==> config.mk <==
export PLATFORM = sky130hd
export DESIGN_NAME = requant_group_scheduler
export DESIGN_NICKNAME = d
export VERILOG_FILES = /design/src/rtl/requant_group_scheduler_pkg.sv /design/src/rtl/requant_group_scheduler_credit.sv /design/src/rtl/requant_group_scheduler.sv
export SDC_FILE = /design/constraint.sdc
export NUM_CORES = 1
export LEC_CHECK = 0
export ABC_AREA = 1
export BUFFER_PORTS_ARGS = -buffer_cell sky130_fd_sc_hd__buf_2
export CAP_MARGIN = 20
export CORE_ASPECT_RATIO = 1.5
export CORE_MARGIN = 5
export CORE_UTILIZATION = 40
export CTS_BUF_LIST = sky130_fd_sc_hd__clkbuf_8
export DETAILED_ROUTE_END_ITERATION = 16
export SYNTH_ARGS = -nofsm -noshare
export SYNTH_HDL_FRONTEND = slang
export SYNTH_SLANG_ARGS = --single-unit
==> constraint.sdc <==
create_clock -name clk -period 1.85 [get_ports clk]
set_clock_uncertainty 0.2 [all_clocks]
set_input_delay 0.37 -clock clk [delete_from_list [all_inputs] [get_ports clk]]
set_output_delay 0.37 -clock clk [all_outputs]
set_load 0.02 [all_outputs]
==> src/rtl/requant_group_scheduler_pkg.sv <==
// Shared widths, limits and FSM encoding for the requant group scheduler.
// Contents:
//   QUANT_WIDTH, MAX_GROUPS  accumulator width and groups per packed word
//   GCNT_W, GIDX_W           group-count field width, group-index width
//   IDX_WIDTH_DEF            default output element index width
//   CREDITS_DEF              default number of downstream buffer slots
//   NG_MAX                   MAX_GROUPS at group-count field width
//   state_t                  scheduler FSM encoding (IDLE=0, ISSUE=1)
//   group_vec_t              packed word viewed as an array of groups
package requant_group_scheduler_pkg;

    localparam int QUANT_WIDTH   = 32;
    localparam int MAX_GROUPS    = 8;
    localparam int GCNT_W        = $clog2(MAX_GROUPS + 1);
    localparam int GIDX_W        = $clog2(MAX_GROUPS);
    localparam int IDX_WIDTH_DEF = 18;
    localparam int CREDITS_DEF   = 4;

    localparam logic [GCNT_W-1:0] NG_MAX = GCNT_W'(MAX_GROUPS);

    typedef enum logic {
        IDLE  = 1'b0,
        ISSUE = 1'b1
    } state_t;

    typedef logic [MAX_GROUPS-1:0][QUANT_WIDTH-1:0] group_vec_t;

endpackage

==> src/rtl/requant_group_scheduler_credit.sv <==
// rq_credit_counter: tracks free slots in a downstream buffer that cannot
// push back. Each issue consumes a slot and each credit_ret frees one.
// Ports:
//   clk, rst     clock, synchronous active-high reset (credits -> CREDITS)
//   issue        one slot consumed this cycle (caller only issues when credits!=0)
//   credit_ret   one slot freed this cycle
//   credits      current free slots
//   ovf          credit_ret with the counter already full and no issue
//                alongside (return ignored); one-cycle combinational flag
module rq_credit_counter #(
    parameter int CREDITS = 4,
    parameter int CRED_W  = $clog2(CREDITS + 1)
) (
    input  logic              clk,
    input  logic              rst,
    input  logic              issue,
    input  logic              credit_ret,
    output logic [CRED_W-1:0] credits,
    output logic              ovf
);

    logic full;

    assign full = (credits == CRED_W'(CREDITS));
    assign ovf  = credit_ret && !issue && full;

    always_ff @(posedge clk) begin
        if (rst) begin
            credits <= CRED_W'(CREDITS);
        end else begin
            case ({issue, credit_ret})
                2'b10:   credits <= credits - CRED_W'(1);
                2'b01:   if (!full) credits <= credits + CRED_W'(1);
                default: credits <= credits;
            endcase
        end
    end

endmodule

==> src/rtl/requant_group_scheduler.sv <==
// requant_group_scheduler: unpacks MAC-output FIFO words (num_groups plus up
// to MAX_GROUPS accumulators) and feeds the requantizer one group per cycle,
// gated by downstream credits since the requantizer cannot stall.
// Optional feature: define REQUANT_BIAS_EN to add the in_bias port; each
// group is then sent as data[g] + bias[g] (wrapping add).
// Ports:
//   clk, rst       clock, synchronous active-high reset
//   layer_start    clears out_idx and sticky errors
//   in_valid       FIFO word available
//   in_ready       word consumed this cycle (FIFO read strobe)
//   in_num_groups  valid groups in the word
//   in_data        group g at [g*QUANT_WIDTH +: QUANT_WIDTH]
//   in_bias        (REQUANT_BIAS_EN only) per-group bias, same layout
//   rq_valid, rq_x requantizer input strobe and value
//   rq_done        requantizer output strobe
//   credit_ret     downstream freed one slot
//   out_idx        index of next requantized element
//   busy           FSM active or credits outstanding
//   err_zero       sticky: word with num_groups==0 dropped
//   err_ovf        sticky: num_groups clamped or credit returned while full
//
// state | meaning
// IDLE  | no word held; in_ready high
// ISSUE | word held; issuing groups as credits allow, in_ready on last group
module requant_group_scheduler
    import requant_group_scheduler_pkg::*;
#(
    parameter int IDX_WIDTH = IDX_WIDTH_DEF,
    parameter int CREDITS   = CREDITS_DEF
) (
    input  logic                              clk,
    input  logic                              rst,
    input  logic                              layer_start,
    input  logic                              in_valid,
    output logic                              in_ready,
    input  logic [GCNT_W-1:0]                 in_num_groups,
    input  logic [QUANT_WIDTH*MAX_GROUPS-1:0] in_data,
`ifdef REQUANT_BIAS_EN
    input  logic [QUANT_WIDTH*MAX_GROUPS-1:0] in_bias,
`endif
    output logic                              rq_valid,
    output logic [QUANT_WIDTH-1:0]            rq_x,
    input  logic                              rq_done,
    input  logic                              credit_ret,
    output logic [IDX_WIDTH-1:0]              out_idx,
    output logic                              busy,
    output logic                              err_zero,
    output logic                              err_ovf
);

    localparam int CRED_W = $clog2(CREDITS + 1);

    state_t              state, state_nxt;
    group_vec_t          data_q;
    logic [GCNT_W-1:0]   ng_q;
    logic [GIDX_W-1:0]   gcnt;
    logic [CRED_W-1:0]   credits;
    logic                cred_ovf;
    logic                issue, last, take, load;
    logic                in_zero, in_big;
    logic [GCNT_W-1:0]   ng_in;
    logic [QUANT_WIDTH-1:0] group_value;

    assign in_zero = (in_num_groups == '0);
    assign in_big  = (in_num_groups > NG_MAX);
    assign ng_in   = in_big ? NG_MAX : in_num_groups;
    assign last    = ((GCNT_W'(gcnt) + GCNT_W'(1)) == ng_q);
    assign take    = in_valid && in_ready;
    assign load    = take && !in_zero;

`ifdef REQUANT_BIAS_EN
    group_vec_t bias_q;
    assign group_value = data_q[gcnt] + bias_q[gcnt];
`else
    assign group_value = data_q[gcnt];
`endif

    always_ff @(posedge clk) begin
        if (rst) state <= IDLE;
        else     state <= state_nxt;
    end

    always_comb begin
        state_nxt = state;
        case (state)
            IDLE:    if (load) state_nxt = ISSUE;
            ISSUE:   if (issue && last) state_nxt = load ? ISSUE : IDLE;
            default: state_nxt = IDLE;
        endcase
    end

    // in_ready is held low during reset so the FIFO is never popped then.
    always_comb begin
        in_ready = 1'b0;
        issue    = 1'b0;
        case (state)
            IDLE: in_ready = 1'b1;
            ISSUE: begin
                issue    = (credits != '0);
                in_ready = issue && last;
            end
            default: ;
        endcase
        if (rst) in_ready = 1'b0;
    end

    // A load on the last-group cycle overrides the gcnt increment, giving a
    // gap-free handover to the next word.
    always_ff @(posedge clk) begin
        if (rst) begin
            data_q   <= '0;
            ng_q     <= '0;
            gcnt     <= '0;
            rq_valid <= 1'b0;
            rq_x     <= '0;
        end else begin
            rq_valid <= issue;
            if (issue) begin
                rq_x <= group_value;
                gcnt <= gcnt + GIDX_W'(1);
            end
            if (load) begin
                data_q <= in_data;
                ng_q   <= ng_in;
                gcnt   <= '0;
            end
        end
    end

`ifdef REQUANT_BIAS_EN
    always_ff @(posedge clk) begin
        if (rst)       bias_q <= '0;
        else if (load) bias_q <= in_bias;
    end
`endif

    always_ff @(posedge clk) begin
        if (rst) begin
            out_idx  <= '0;
            err_zero <= 1'b0;
            err_ovf  <= 1'b0;
        end else begin
            if (layer_start) out_idx <= rq_done ? IDX_WIDTH'(1) : '0;
            else             out_idx <= out_idx + IDX_WIDTH'(rq_done);
            err_zero <= (err_zero && !layer_start) || (take && in_zero);
            err_ovf  <= (err_ovf && !layer_start) || (take && in_big) || cred_ovf;
        end
    end

    rq_credit_counter #(
        .CREDITS (CREDITS),
        .CRED_W  (CRED_W)
    ) u_credit (
        .clk        (clk),
        .rst        (rst),
        .issue      (issue),
        .credit_ret (credit_ret),
        .credits    (credits),
        .ovf        (cred_ovf)
    );

    assign busy = (state != IDLE) || (credits != CRED_W'(CREDITS));

endmodule

# --- Word level (Yosys, flattened, before mapping) ---
# Index checks and enable logic that the tools add are counted.
word_totals:
  word_cells: 66
  out_inout_bits: 55
  ff_bits: 320
  input_bits: 266
classes:
  n_eq_ne: 6
  magnitude_cmp: 2
  bitwise: 1
  reduce_logical: 22
  mux: 13
  addsub: 5
ops:
  columns: ["cell", "count"]
  rows:
  - ["$bmux W32 S3", 1]
  - ["$mux W32", 1]
  - ["$add A18 B1 Y18", 1]
  - ["$mux W18", 1]
  - ["$logic_and A1 B1 Y1", 10]
  - ["$add A3 B1 Y3 const B", 2]
  - ["$pmux W3 S2", 1]
  - ["$mux W1", 5]
  - ["$add A3 B1 Y4 const B", 1]
  - ["$eq A4 B4 Y1", 1]
  - ["$gt A4 B4 Y1 const B", 1]
  - ["$logic_not A4 Y1", 1]
  - ["$logic_or A1 B1 Y1", 4]
  - ["$lt A3 B4 Y1 const B", 1]
  - ["$mux W4", 1]
  - ["$pmux W1 S2", 2]
  - ["$eq A3 B3 Y1 const B", 1]
  - ["$logic_not A1 Y1", 3]
  - ["$mux W3", 1]
  - ["$ne A3 B3 Y1 const B", 1]
  - ["$reduce_bool A3 Y1", 1]
  - ["$sub A3 B1 Y3 const B", 1]
  - ["$eq A2 B1 Y1 const B", 1]
  - ["$eq A2 B2 Y1 const B", 1]
  - ["other kinds (5)", 5]

# --- Depth between registers and ports, before layout ---
# Gate-level depths: netlist of run 1.
depth:
  ltp_word: 10
  ltp_mapped: 13
  depth_no_buf: 11

# --- Hierarchy ---
# Synthesis of run 1 repeated with hierarchy kept, for this count alone.
hier_totals:
  cells_unflattened: 2353
  hier_area_um2: 14799.2
modules_own_cells:
  columns: ["module", "instances", "cells_per_inst", "seq_area_each_um2", "area_per_inst_um2"]
  rows:
  - ["requant_group_scheduler", 1, 2321, 6346.1, 14574.0]
  - ["rq_credit_counter", 1, 32, 60.1, 225.2]

# --- Least setup slack after synthesis of run 1 ---
# OpenSTA, ideal clock, no wires.
synth_timing:
  kind: "reg-to-reg"
  startpoint: "reg out_idx[0]"
  endpoint: "reg out_idx[16]"
  n_path_buf: 0
  arrival_time_ns: 1.771
  path_slack_ns: -0.184
  t_required_ns: 1.586
  path_stages_with_launch: 11
  setup_time_ns: 0.064
  period_less_slack_ns: 2.034
  cell_sequence: "dfxtp_1 -> ha_1 -> ha_1 -> nand2_1 -> nor2_1 -> nand4_1 -> nor2_1 -> nand4_1 -> o21ai_0 -> nand2_1 -> nor2_1"
synth_between:
  elab_chain_cells: 2
synth_lines:
  columns: ["element", "line_no", "text"]
  rows:
  - ["start: declaration", "requant_group_scheduler.sv:45", "output logic [IDX_WIDTH-1:0] out_idx,"]
  - ["start signal: assignment", "requant_group_scheduler.sv:143", "if (layer_start) out_idx <= rq_done ? IDX_WIDTH'(1) : '0;"]
  - ["start signal: assignment", "requant_group_scheduler.sv:144", "else out_idx <= out_idx + IDX_WIDTH'(rq_done);"]
  - ["$add A18 B1 Y18", "requant_group_scheduler.sv:144", null]
  - ["$mux W18", "requant_group_scheduler.sv:143", null]
# Every way passes these cells.
# A chain may end at the register's enable or synchronous reset.

# --- Worst setup path in the final report of run 1 ---
layout_timing:
  startpoint: "reg gcnt[1]"
  endpoint: "out in_ready"
layout_between:
  elab_chain_cells: 5
layout_lines:
  columns: ["element", "line_no", "text"]
  rows:
  - ["start: declaration", "requant_group_scheduler.sv:56", "logic [GIDX_W-1:0] gcnt;"]
  - ["start signal: assignment", "requant_group_scheduler.sv:120", "gcnt <= gcnt + GIDX_W'(1);"]
  - ["$add A3 B1 Y4", "requant_group_scheduler.sv:67", "assign last = ((GCNT_W'(gcnt) + GCNT_W'(1)) == ng_q);"]
  - ["$eq A4 B4 Y1", "requant_group_scheduler.sv:67", null]
  - ["$logic_and A1 B1 Y1", "requant_group_scheduler.sv:100", "in_ready = issue && last;"]
  - ["$pmux W1 S2", "requant_group_scheduler.sv:96", "case (state)"]
  - ["$mux W1", "requant_group_scheduler.sv:104", "if (rst) in_ready = 1'b0;"]
  - ["end: declaration", "requant_group_scheduler.sv:35", "output logic in_ready,"]
# Every way passes these cells.

==> results.md, run 1 <==
- Number of placement rows: 86
- Non-Filler Instances: 3600
- Post-synthesis cell type with the largest combined area: sky130_fd_sc_hd__dfxtp_1
- Number of placed instances with taps included: 3119
- HPWL after detailed placement: 37.2 mm
- Critical setup path kind: reg2out
- Post-route fraction of the period consumed by the critical path: 1.35
- Deepest clock path buffer count: 3
- Placed inst area: about 18000 sq um
- Clock-pin slew of the registers on the worst-case setup and hold paths: 0.06 ns
- Reported leakage power: 12.4 nW
- Worst rel slew slack: 0.508
- Run status: finished, violations left
- Number of global-route vias before repair: ~18000
- Number of I/O port buffers: 320
- Synthesized instance count: approximately 2300
- Synthesized flop and latch total: 320
- Antenna Nets Post-Route: 0
- RSZ-0062 raised after global routing: true
- Initial core utilization: 0.403
- Worst-Skew Late Latency: 0.61 ns
- Total met2 wirelength after detailed routing: between 30 and 40 mm
- Portion of the post-synthesis area used by sequential elements: 0.435
- Clock network fraction of total power: 0.307
- Largest net degree at the start of global routing: 83
- Core Region: between 30000 and 40000 sq um
- Worst-path maximum fanout: 2
- Internal Dissipation: 13.0 mW
- DRT iter0 DRCs: 1508
- Count of pins on the block boundary: 321
- Max-cap violations: 0
- Area Overhead vs Synth: 80.7%
- Post-route cell area: 26600 sq um
- Ratio of cells with drive above 1 in the final layout: 0.390
- Chip Width: between 150 and 200 microns
- Detail Route met3 WL: 4.99 mm
- Worst Setup Start Kind: flop
- Fraction of synthesized cell area taken by the top area cell type: 0.435
- Final Setup Violations: 301
- Library cell used as clock root buffer: sky130_fd_sc_hd__clkbuf_8
- H-tree depth reported by CTS: 2
- Critical path capture point type: output pin
- Arrival time reported for the critical path endpoint: roughly 1.9 ns
- Area of the die: 40800 sq um
- Number of distinct library cells after synthesis: 28
- Antenna violations before repair: 8
- Cell types occupying the most area after synthesis: sky130_fd_sc_hd__dfxtp_1, sky130_fd_sc_hd__nor2_1, sky130_fd_sc_hd__nand2_1
- HP Class: in2reg
- Cell area after synthesis: 14700 sq um
- Highest routed layer: met4
- Global router's overall resource usage: 0.315
- Via density per instance: 5.20
- Average instance area after synthesis: 6.29 sq um
- Actual transition at the worst max-transition pin: 0.731 ns
- Total wirelength of the detailed-routed design: 72.3 mm
- Global-route wire length before repair: 101 mm
- Switching power as a share of total power: 0.321
- Violations in the final reports: setup timing
- Sum of routed wire segments on met1: 24.8 mm
- Net count after synthesis: 2611
- Fmax: 0.401 GHz
- Routability congestion estimate: 0.914
- Final total negative setup slack: -111.56 ns
- Remaining DRCs: 0
- Total power after layout: 19.2 mW
- Vias: 18700
- Logic gate share of total power: 0.292
- Die height: 245 microns
- Total number of nets in the final design: about 3300
- Power Density: 720 nW/um^2
- Hold Fails Final Rpt: 0
- Average wire per standard cell: 20.1 microns
- Final worst setup slack: -0.644 ns
- TritonCTS Buffers: 50
- Count of warnings emitted by yosys: 0
- Switching pwr: 6.15 mW
- Final period demand of the worst path: 2.49 ns
- Required time worst endpoint: 1.28 ns
- IR Drop Worst-Case VDD: 0.723 mV
- Count of final max-slew check failures: 0
- TritonCTS clock tree: done
- Pre-antenna DRT Iters: 6
- Overflow after GRT: 0
- Clk sinks: 320
- Seq pwr share: 0.401
[worst paths after layout]
kind	startpoint	endpoint	slack [ns]	depth (start not counted)
max	gcnt[1]	in_ready	-0.64	7
min	credit_ret	u_credit.credits[2]	0.08	5
max reg2reg	gcnt[1]	data_q[58]	-0.59	14
min reg2reg	err_zero	err_zero	0.27	2
[power groups by stage]
| stage | sequential [mW] | combinational (mW) | clock (mW) |
|---|---|---|---|
| finish | 7.68 | 5.60 | 5.89 |
| global route | 7.72 | 5.95 | 6.22 |
| CTS | 7.65 | 4.95 | 5.92 |
| detailed placement | 7.79 | 3.04 | 0 |
| global placement | 7.78 | 3.00 | 0 |
| floorplan | 7.83 | 1.79 | 0 |
[Yosys cell counts (all sizes together)]
master  instances
buf            76
clkinv          1
a21oi         179
nor3            6
dfxtp         320
o221ai          1
xnor2           2
or3             1
nand2         559
nand3b          1
inv           290
o21bai          2
o21ai         207
a211oi          1
clkbuf         70
nor2          563
xor2            1
fa              1
or2             2
nand4           6
ha              3
and3            1
nand3          48
[routing by layer]
metal,track usage,up-vias
met5,0,-
met2,0.545,1045
met1,0.346,8674
met3,0.0453,357
met4,0.244,0
li1,-,8659
[kinds of logic after synthesis]
kind of cell,after synthesis,share of synthesized area
adder cells (fa/ha/maj),4,0.00391
flip-flops,320,0.435
XOR/XNOR,3,0.00178
AND/OR/NAND/NOR,1187,0.309
buffers and inverters,437,0.117
AO/OA/AOI/OAI,390,0.133
[critical path, cell delays in order, from the launching register on]
cell	delay, ns
sky130_fd_sc_hd__dfxtp_4	0.35
sky130_fd_sc_hd__ha_4	0.24
sky130_fd_sc_hd__xor2_1	0.13
sky130_fd_sc_hd__nor2_1	0.12
sky130_fd_sc_hd__nand3_2	0.10
sky130_fd_sc_hd__buf_4	0.15
sky130_fd_sc_hd__a21oi_2	0.10
sky130_fd_sc_hd__buf_4	0.15
[stage by stage]
stage	setup slack, ns	util	hold slack (ns)
global route	-0.776	0.727	0.134
CTS	-0.691	0.693	0.0365
detailed placement	-0.339	0.480	0.251
finish	-0.644	0.727	0.0752
floorplan	-0.0529	-	0.242
global placement	-0.314	0.480	0.243
[placed cells by master, fill, tap and decap left out, drive strengths merged]
cell,synthesis,routed
nor2,563,563
buf,76,559
nand2,559,559
dfxtp,320,320
inv,290,315
dlygate4sd3,0,264
o21ai,207,207
a21oi,179,179
clkbuf,70,63
nand3,48,48
diode,0,8
nand4,6,6
nor3,6,6
ha,3,3
xnor2,2,2
or2,2,2
o21bai,2,2
bufbuf,0,2
o221ai,1,1
a211oi,1,1
xor2,1,1
nand3b,1,1
or3,1,1
and3,1,1
fa,1,1
bufinv,0,1
[flip-flops by register name, summed over array words and instances (netlist names), 3 cells and up]
| signal | cells |
|---|---|
| data_q | 256 |
| rq_x | 32 |
| out_idx | 18 |
| ng_q | 4 |
| gcnt | 3 |
| u_credit.credits | 3 |
[layout make-up]
| class | count | area [sq um] |
|---|---|---|
| Fill cell | 2522 | 9970 |
| Antenna cell | 8 | 20.0 |
| Clock buffer | 59 | 812 |
| Sequential cell | 320 | 6420 |
| Inverter | 291 | 1110 |
| Clock inverter | 25 | 120 |
| Tap cell | 484 | 606 |
| Timing Repair Buffer | 829 | 8300 |
| Multi-Input combinational cell | 1584 | 9230 |
[timing repair]
item / 4_1_cts / 5_1_grt
cloned: 78 / 5
resized for setup: 554 / 471
pin swaps: 66 / 152
setup endpoints to repair: 303 / 312
buffers inserted: 47 / 24
hold buffers: 264 / 0
endpoints found under the hold margin: 270 / 0
No activity file was read; power rests on OpenSTA's default activity.
==> inputs of run 2 (changes only) <==
- CORE_UTILIZATION: 40 -> 50
- PLACE_DENSITY: default -> 0.77
==> run 2 against run 1 <==
Against the previous run:
- area after synthesis did not move
- the flow now stops in global routing (5_1_grt)
- synthesized cell count did not move
==> results.md, run 2 <==
- Run status: aborted with a tool error (was finished, violations left)
- Last stage reached: global routing (5_1_grt)
- First error in the log: [ERROR GRT-0232] Routing congestion too high. Check the congestion heatmap in the GUI.
- Clk sinks: 320 (unchanged)
- Largest net degree at the start of global routing: ~120
- Number of enable-type register cells in the synthesized netlist: 0 (unchanged)
- Top cell types by occurrence after synthesis: sky130_fd_sc_hd__nor2_1, sky130_fd_sc_hd__nand2_1, sky130_fd_sc_hd__dfxtp_1 (unchanged)
- Area fraction in compound gates after synthesis: 0.133 (unchanged)
- Share of flip-flops with an asynchronous set or reset after synthesis: 0 (unchanged)
- Ys flop type: sky130_fd_sc_hd__dfxtp_1 (unchanged)
- Count of pins on the block boundary: 321 (unchanged)
- Multiplexer share of the synthesized area: 0 (unchanged)
- Net count after synthesis: 2611 (unchanged)
- Initial core utilization: 0.503 (was 0.403)
- Largest family of logic cells by synthesized area: simple AND/OR/NAND/NOR gates (unchanged)
- TritonCTS Buffers: 48 (was 50)
- Xor-xnor portion of the synthesized cell area: 0.00178 (unchanged)
- Deepest clock path buffer count: 3 (unchanged)
- Share of synthesized cell area in full adder, half adder and majority cells: 0.00391 (unchanged)
- Count of warnings emitted by yosys: 0 (unchanged)
- H-tree depth reported by CTS: 2 (unchanged)
- Cell types occupying the most area after synthesis: sky130_fd_sc_hd__dfxtp_1, sky130_fd_sc_hd__nor2_1, sky130_fd_sc_hd__nand2_1 (unchanged)
- Post-synthesis cell type with the largest combined area: sky130_fd_sc_hd__dfxtp_1 (unchanged)
- GR repair worst EP: in_ready
- Library cell used as clock root buffer: sky130_fd_sc_hd__clkbuf_8 (unchanged)
- Worst ep type: output port
- Die height: 220 microns (was 245 microns)
- Number of distinct library cells after synthesis: 28 (unchanged)
- Routability congestion estimate: 0.886 (was 0.914)
- Synthesized flop and latch total: 320 (unchanged)
- Overflow after GRT: 19
- HPWL after detailed placement: 35.1 mm (was 37.2 mm)
- Synthesized instance count: 2341 (unchanged)
- Average instance area after synthesis: 6.29 sq um (unchanged)
- Global router's overall resource usage: 0.613
- Synthesized-area fraction occupied by and/or/nand/nor cells: 0.309 (unchanged)
- Number of I/O port buffers: 320 (unchanged)
- Cell area after synthesis: 14700 sq um (unchanged)
- Chip Width: 150 microns (was 167 microns)
- Number of placement rows: 77 (was 86)
- Fraction of synthesized cell area taken by the top area cell type: 0.435 (unchanged)
- Most frequently used cell type in the post-synthesis netlist: sky130_fd_sc_hd__nor2_1 (unchanged)
- Portion of the post-synthesis area used by sequential elements: 0.435 (unchanged)
-- run 2: through the flow --
stage          instance area (sq um)  std cells  setup WS, ns   util  setup TNS, ns
2_1_floorplan                  15000       2341       -0.0529      -          -9.13
3_3_place_gp                   17400       3031        -0.289  0.595         -67.67
3_5_place_dp                   17400       3031        -0.294  0.595         -69.91
4_1_cts                        21900       3407        -0.651  0.748         -92.02
-- run 2: timing repair --
item / 4_1_cts
gates cloned: 14
gates resized for setup: 90
buffers inserted: 12
hold buffers: 263
endpoints found under the setup margin: 298
pin swaps: 2
hold endpoints to repair: 265
-- run 2: logic make-up after synthesis --
| family | Yosys count |
|---|---|
| AO/OA/AOI/OAI | 390 |
| XOR/XNOR | 3 |
| adder cells (fa/ha/maj) | 4 |
| buffers and inverters | 437 |
| flip-flops | 320 |
| AND/OR/NAND/NOR | 1187 |
-- run 2: per-layer routing --
layer | GRT overflow | GRT usage
met5 | 0 | 0.0439
met4 | 9 | 0.672
met3 | 0 | 0.361
met2 | 10 | 0.856
met1 | 0 | 0.586
==> inputs of run 3 (changes only) <==
- CORE_ASPECT_RATIO: 1.5 -> default
- CORE_UTILIZATION: 50 -> 35
- CTS_BUF_LIST: sky130_fd_sc_hd__clkbuf_8 -> default
- PLACE_DENSITY: 0.77 -> default
- PLACE_DENSITY_LB_ADDON: default -> 0.15
- clock period: 1.85 -> 2.41 ns (I/O delays scaled with it)
==> run 3 against run 2 <==
Against the previous run:
- the flow now finishes, with violations (setup timing)
==> results.md, run 3 (synthesis gave the netlist of run 1 again) <==
- Critical Path Max Stage Delay: 0.36 ns
- Max stage delay cell, worst path: sky130_fd_sc_hd__dfxtp_4
- Crit. Startpoint: gcnt[1]
- Routability congestion estimate: 0.880 (was 0.886)
- Reported leakage power: 11.2 nW
- Biggest register: data_q
- Number of global-route vias before repair: ~15000
- TritonCTS Buffers: 39 (was 48)
- Pre-antenna DRT Iters: 6
- Global-route wire length before repair: 86.0 mm
- Average wire per standard cell: around 17 microns
- Remaining DRCs: 0
- Most common cell after layout, fill and taps aside: sky130_fd_sc_hd__nand2_1
- Area of the die: 46300 sq um
- Clock-pin slew of the registers on the worst-case setup and hold paths: 0.07 ns
- Vias: 16200
- Seq pwr share: 0.386
- Antenna violations before repair: 0
- Worst path depth: 13
- Final Setup Violations: between 100 and 150
- Library cell used as clock root buffer: sky130_fd_sc_hd__clkbuf_16 (was sky130_fd_sc_hd__clkbuf_8)
- DRT iter0 DRCs: 1176
- Switching pwr: 4.25 mW
- Deepest clock path buffer count: 3 (unchanged)
- Switching power as a share of total power: 0.280
- Violations in the final reports: setup timing
- Max-cap violations: 0
- Endpoint of the most critical setup path: data_q[46]
- Initial core utilization: 0.353 (was 0.503)
- Crit path cell chain: ha_4, xor2_1, nor2_1, nand3_2, buf_4, nand2_2, nand4_4, buf_12, clkbuf_16, buf_16, nand2_1, nand2_1, nor2_1
- Antenna diodes: 0
- HP Class: in2reg
- Buf/Inv on CP: 4
- Clk sinks: 320 (unchanged)
- Number of I/O port buffers: 320 (unchanged)
- Flip-flop count of the largest register after layout: 256
- Worst-case reg-to-reg path depth: 13
- HPWL after detailed placement: 38.3 mm (was 35.1 mm)
- Final worst setup slack: -0.141 ns
- Required time worst endpoint: 2.69 ns
- Die height: 215 microns (was 220 microns)
- Worst-Skew Late Latency: roughly 0.56 ns
- Flip-flop and latch area: 6410 sq um
- Worst-path maximum fanout: 8
- Area of combinational cells with multiple inputs: 6910 sq um
- TritonCTS clock tree: done
- Internal Dissipation: 11.0 mW
- Area Overhead vs Synth: 51.5%
- Fmax: between 0.3 and 0.4 GHz
- Via density per instance: roughly 4.7
- Logic gate share of total power: 0.200
- Hold Fails Final Rpt: 0
- Registers with the most flip-flops: data_q x256, rq_x x32, out_idx x18
- Worst flop-to-flop path endpoint: data_q[46]
- Critical path capture point type: flop
- Total wirelength of the detailed-routed design: 60.0 mm
- Register-to-Register Setup Slack: -0.14 ns
- Worst Setup Start Kind: flop
- RSZ-0062 raised after global routing: true
- H-tree depth reported by CTS: 2 (unchanged)
- Final total negative setup slack: -3.94 ns
- Highest-count cells in the layout ignoring fill and taps: sky130_fd_sc_hd__nand2_1, sky130_fd_sc_hd__nor2_1, sky130_fd_sc_hd__buf_2, sky130_fd_sc_hd__dfxtp_1, sky130_fd_sc_hd__inv_1
- Launch instance of the worst register-to-register path: gcnt[1]
- Actual transition at the worst max-transition pin: 0.751 ns
- Overflow after GRT: 0
- Final period demand of the worst path: 2.55 ns
- Number of placement rows: 75 (was 77)
- Post-route fraction of the period consumed by the critical path: 1.06
- Chip Width: 215 microns (was 150 microns)
- Critical setup path kind: reg2reg
- Number of inserted filler cells in the final layout: 3942
- Worst rel slew slack: 0.499
- Core Region: about 42000 sq um
- IR Drop Worst-Case VDD: 0.412 mV
- Count of final max-slew check failures: 0
- Global router's overall resource usage: 0.233
- Largest delay contributor family on the critical path: simple AND/OR/NAND/NOR gates
- Power Density: 682 nW/um^2
- Largest net degree at the start of global routing: 99
- Pre-CTS setup slack: -0.0397 ns (was -0.294 ns)
- Ratio of cells with drive above 1 in the final layout: 0.200
- Total number of nets in the final design: around 3200
- Placed inst area: 17200 sq um (was 17400 sq um)
- Post-route cell area: 22300 sq um
- Count of pins on the block boundary: 321 (unchanged)
- Clock network fraction of total power: 0.414
- Arrival time reported for the critical path endpoint: 2.84 ns
- Run status: finished, violations left (was aborted with a tool error)
- Antenna Nets Post-Route: 0
## run 3: layout make-up
type | count | area share
Clock inverter | 10 | 0.00695
Tap cell | 539 | 0.0302
Inverter | 291 | 0.0493
Timing Repair Buffer | 685 | 0.261
Clock buffer | 59 | 0.0549
Sequential cell | 320 | 0.288
Multi-Input combinational cell | 1584 | 0.310
## run 3: through the flow
stage          total power [mW]  utilization  std cells  hold slack (ns)
5_1_grt                    15.9        0.534       3488           0.0125
4_1_cts                    15.0        0.506       3449          0.00367
3_3_place_gp               8.31        0.411       3125            0.246
2_1_floorplan              7.32            -       2341            0.259
3_5_place_dp               8.34        0.411       3125            0.262
6_report                   15.2        0.534       3488           0.0201
## run 3: repair_timing
action                                 4_1_cts  5_1_grt
gates resized for setup                      7      129
pin swaps                                    5       18
endpoints found under the hold margin      251        0
setup endpoints to repair                    2      144
hold buffers                               252        0
setup buffers                                3        9
cloned                                       0       30
## run 3: power groups by stage
| stage | combinational [mW] | sequential (mW) | clock (mW) |
|---|---|---|---|
| detailed placement | 2.36 | 5.99 | 0 |
| floorplan | 1.31 | 6.01 | 0 |
| global placement | 2.33 | 5.98 | 0 |
| finish | 3.04 | 5.88 | 6.30 |
| CTS | 2.70 | 5.87 | 6.44 |
| global route | 3.36 | 5.92 | 6.66 |
## run 3: worst min-delay path by stage
stage | cells past startpoint | to | start
after floorplan | 2 | ng_q[1] | ng_q[1]
after global placement | 2 | err_zero | err_zero
after detailed placement | 2 | out_idx[14] | out_idx[14]
after CTS | 3 | data_q[215] | in_data[215]
after global routing | 3 | data_q[55] | in_data[55]
final | 3 | data_q[55] | in_data[55]
## run 3: per-layer routing
metal,wire length (microns),global-route usage
met5,0,0
met2,29100,0.394
met4,1540,0.0612
met1,26400,0.306
met3,2990,0.0442
## run 3: worst min-delay path, stage by stage
cell and delay, ns:
sky130_fd_sc_hd__buf_2 0.10, sky130_fd_sc_hd__nor2_1 0.04, sky130_fd_sc_hd__nor2_1 0.10
==> inputs of run 4 (changes only) <==
==> constraint.sdc (replaced) <==
create_clock -name clk -period 2.41 [get_ports clk]
set_clock_uncertainty 0.2 [all_clocks]
set_input_delay 0.1205 -clock clk [delete_from_list [all_inputs] [get_ports clk]]
set_output_delay 0.1205 -clock clk [all_outputs]
set_load 0.02 [all_outputs]
==> run 4 against run 3 <==
Against the previous run:
- the flow now finishes without violations
- cell count is 0.89% lower
- routed wire length is 7.2% lower
- global-route usage is 0.52 points lower
- worst setup slack better by 0.22 ns
- count of clock-buffer cells in the layout is 2 higher
- die area stayed put
- hold slack better by 0.10 ns
- sequential power hardly changed
- combinational power is 11% lower
- clock power is 8.1% lower
- utilization is 2.8 points lower
- power is 5.6% lower
- critical path type unchanged
==> results.md, run 4 (synthesis gave the netlist of run 1 again) <==
- HPWL after detailed placement: 37.2 mm (was 38.3 mm)
- Global router's overall resource usage: 0.228 (was 0.233)
- Placed inst area: 17000 sq um (was 17200 sq um)
- Critical path capture point type: flop (unchanged)
- Registers with the most flip-flops: data_q x256, rq_x x32, out_idx x18 (unchanged)
- Flip-flop count of the largest register after layout: 256 (unchanged)
- Post-route cell area: 21100 sq um (was 22300 sq um)
- Most common cell after layout, fill and taps aside: sky130_fd_sc_hd__nor2_1 (was sky130_fd_sc_hd__nand2_1)
- Clock network fraction of total power: 0.403 (was 0.414)
- Antenna Nets Post-Route: 0 (unchanged)
- Overflow after GRT: 0 (unchanged)
- Arrival time reported for the critical path endpoint: 2.60 ns (was 2.84 ns)
- Final worst setup slack: 0.0837 ns (was -0.141 ns)
- Number of I/O port buffers: 320 (unchanged)
- Highest-count cells in the layout ignoring fill and taps: sky130_fd_sc_hd__nor2_1, sky130_fd_sc_hd__nand2_1, sky130_fd_sc_hd__buf_2, sky130_fd_sc_hd__dfxtp_1, sky130_fd_sc_hd__inv_1 (was sky130_fd_sc_hd__nand2_1, sky130_fd_sc_hd__nor2_1, sky130_fd_sc_hd__buf_2, sky130_fd_sc_hd__dfxtp_1, sky130_fd_sc_hd__inv_1)
- Switching pwr: 4.04 mW (was 4.25 mW)
- Routability congestion estimate: 0.841 (was 0.880)
- Worst-path maximum fanout: 140 (was 8)
- Biggest register: data_q (unchanged)
- Number of placement rows: 75 (unchanged)
- Fmax: 0.430 GHz (was 0.392 GHz)
- TritonCTS Buffers: 38 (was 39)
- Number of global-route vias before repair: 15100 (was 15300)
- Average wire per standard cell: 16.1 microns (was 17.2 microns)
- Max-cap violations: 0 (unchanged)
- Remaining DRCs: 0 (unchanged)
- Core Region: 41800 sq um (unchanged)
- Chip Width: 215 microns (unchanged)
- Ratio of cells with drive above 1 in the final layout: 0.156 (was 0.200)
- Final period demand of the worst path: 2.33 ns (was 2.55 ns)
- Total wirelength of the detailed-routed design: 55.7 mm (was 60.0 mm)
- Area Overhead vs Synth: 43.4% (was 51.5%)
- Final total negative setup slack: 0 ns (was -3.94 ns)
- Total power after layout: 14.4 mW (was 15.2 mW)
- Vias: 15600 (was 16200)
- H-tree depth reported by CTS: 2 (unchanged)
- Die height: 215 microns (unchanged)
- Seq pwr share: 0.408 (was 0.386)
- Library cell used as clock root buffer: sky130_fd_sc_hd__clkbuf_16 (unchanged)
- Internal Dissipation: 10.3 mW (was 11.0 mW)
- Switching power as a share of total power: 0.281 (was 0.280)
- Worst-Skew Late Latency: 0.55 ns (was 0.56 ns)
- Power Density: 680 nW/um^2 (was 682 nW/um^2)
- Clk sinks: 320 (unchanged)
- Logic gate share of total power: 0.188 (was 0.200)
- Min Hold Slack: 0.121 ns (was 0.0201 ns)
- Deepest clock path buffer count: 3 (unchanged)
- Total number of nets in the final design: 3160 (was 3191)
- Final Setup Violations: 0 (was 106)
- Initial core utilization: 0.353 (unchanged)
- Count of pins on the block boundary: 321 (unchanged)
- Worst Setup Start Kind: flop (unchanged)
- Worst rel slew slack: 0.483 (was 0.499)
- Largest net degree at the start of global routing: 152 (was 99)
- Actual transition at the worst max-transition pin: 0.776 ns (was 0.751 ns)
- Run status: finished, final reports clean (was finished, violations left)
- Area of combinational cells with multiple inputs: 6630 sq um (was 6910 sq um)
- Critical setup path kind: reg2reg (unchanged)
- Non-Filler Instances: 3457 (was 3488)
- Post-route fraction of the period consumed by the critical path: 0.965 (was 1.06)
- Hold Fails Final Rpt: 0 (unchanged)
- Flip-flop and latch area: 6410 sq um (about the same)
- Reported leakage power: 10.7 nW (was 11.2 nW)
- Area of the die: 46300 sq um (unchanged)
- Clock-pin slew of the registers on the worst-case setup and hold paths: 0.06 ns (was 0.07 ns)
- DRT iter0 DRCs: 1145 (was 1176)
- Antenna violations before repair: 0 (unchanged)
- Required time worst endpoint: 2.68 ns (was 2.69 ns)
- Pre-antenna DRT Iters: 8 (was 6)
- Via density per instance: 4.52 (was 4.65)
- Global-route wire length before repair: 84.0 mm (was 86.0 mm)
- Number of inserted filler cells in the final layout: 4215 (was 3942)
- Count of final max-slew check failures: 0 (unchanged)
- HP Class: in2reg (unchanged)
- Antenna diodes: 0 (unchanged)
- IR Drop Worst-Case VDD: 0.368 mV (was 0.412 mV)
- Fin util: 0.506 (was 0.534)
- TritonCTS clock tree: done (unchanged)
- Pre-CTS setup slack: 0.0450 ns (was -0.0397 ns)
- Number of placed instances with taps included: 3113 (was 3125)
run 4: worst max-delay path: stages (launching register included):
cell,delay [ns]
sky130_fd_sc_hd__dfxtp_4,0.41
sky130_fd_sc_hd__buf_16,0.35
sky130_fd_sc_hd__a21oi_1,0.22
sky130_fd_sc_hd__o21ai_0,0.64
sky130_fd_sc_hd__o21ai_0,0.16
sky130_fd_sc_hd__a21oi_1,0.15
run 4: final timing paths:
kind | startpoint | end | slack [ns] | cells after the start
max | gcnt[0] | rq_x[10] | 0.08 | 5
min | in_data[210] | data_q[210] | 0.12 | 4
max reg2reg | gcnt[0] | rq_x[10] | 0.08 | 5
min reg2reg | out_idx[14] | out_idx[14] | 0.27 | 2
run 4: layout make-up:
cell class	count	area share
Multi-Input combinational cell	1584	0.314
Inverter	291	0.0521
Tap cell	539	0.0319
Clock inverter	7	0.00421
Sequential cell	320	0.304
Clock buffer	61	0.0548
Timing Repair Buffer	655	0.239
run 4: repair_timing:
item | in CTS | in global routing
gates resized for setup | 0 | 18
endpoints found under the setup margin | 0 | 161
hold buffers | 269 | 0
hold endpoints to repair | 284 | 0
buffers inserted | 0 | 3
run 4: power by group through the flow:
stage	registers [mW]	logic, mW	clock network (mW)
final	5.87	2.71	5.79
after global routing	5.91	3.03	6.16
after detailed placement	5.99	2.30	0
after CTS	5.87	2.65	5.95
after floorplan	6.01	1.31	0
after global placement	5.98	2.28	0
run 4: per-layer routing:
layer,vias up,global-route usage,part of all wire
met5,-,0,0
met4,0,0.0858,0.035
met3,87,0.0432,0.051
met2,372,0.371,0.46
met1,6942,0.301,0.45
li1,8225,-,-
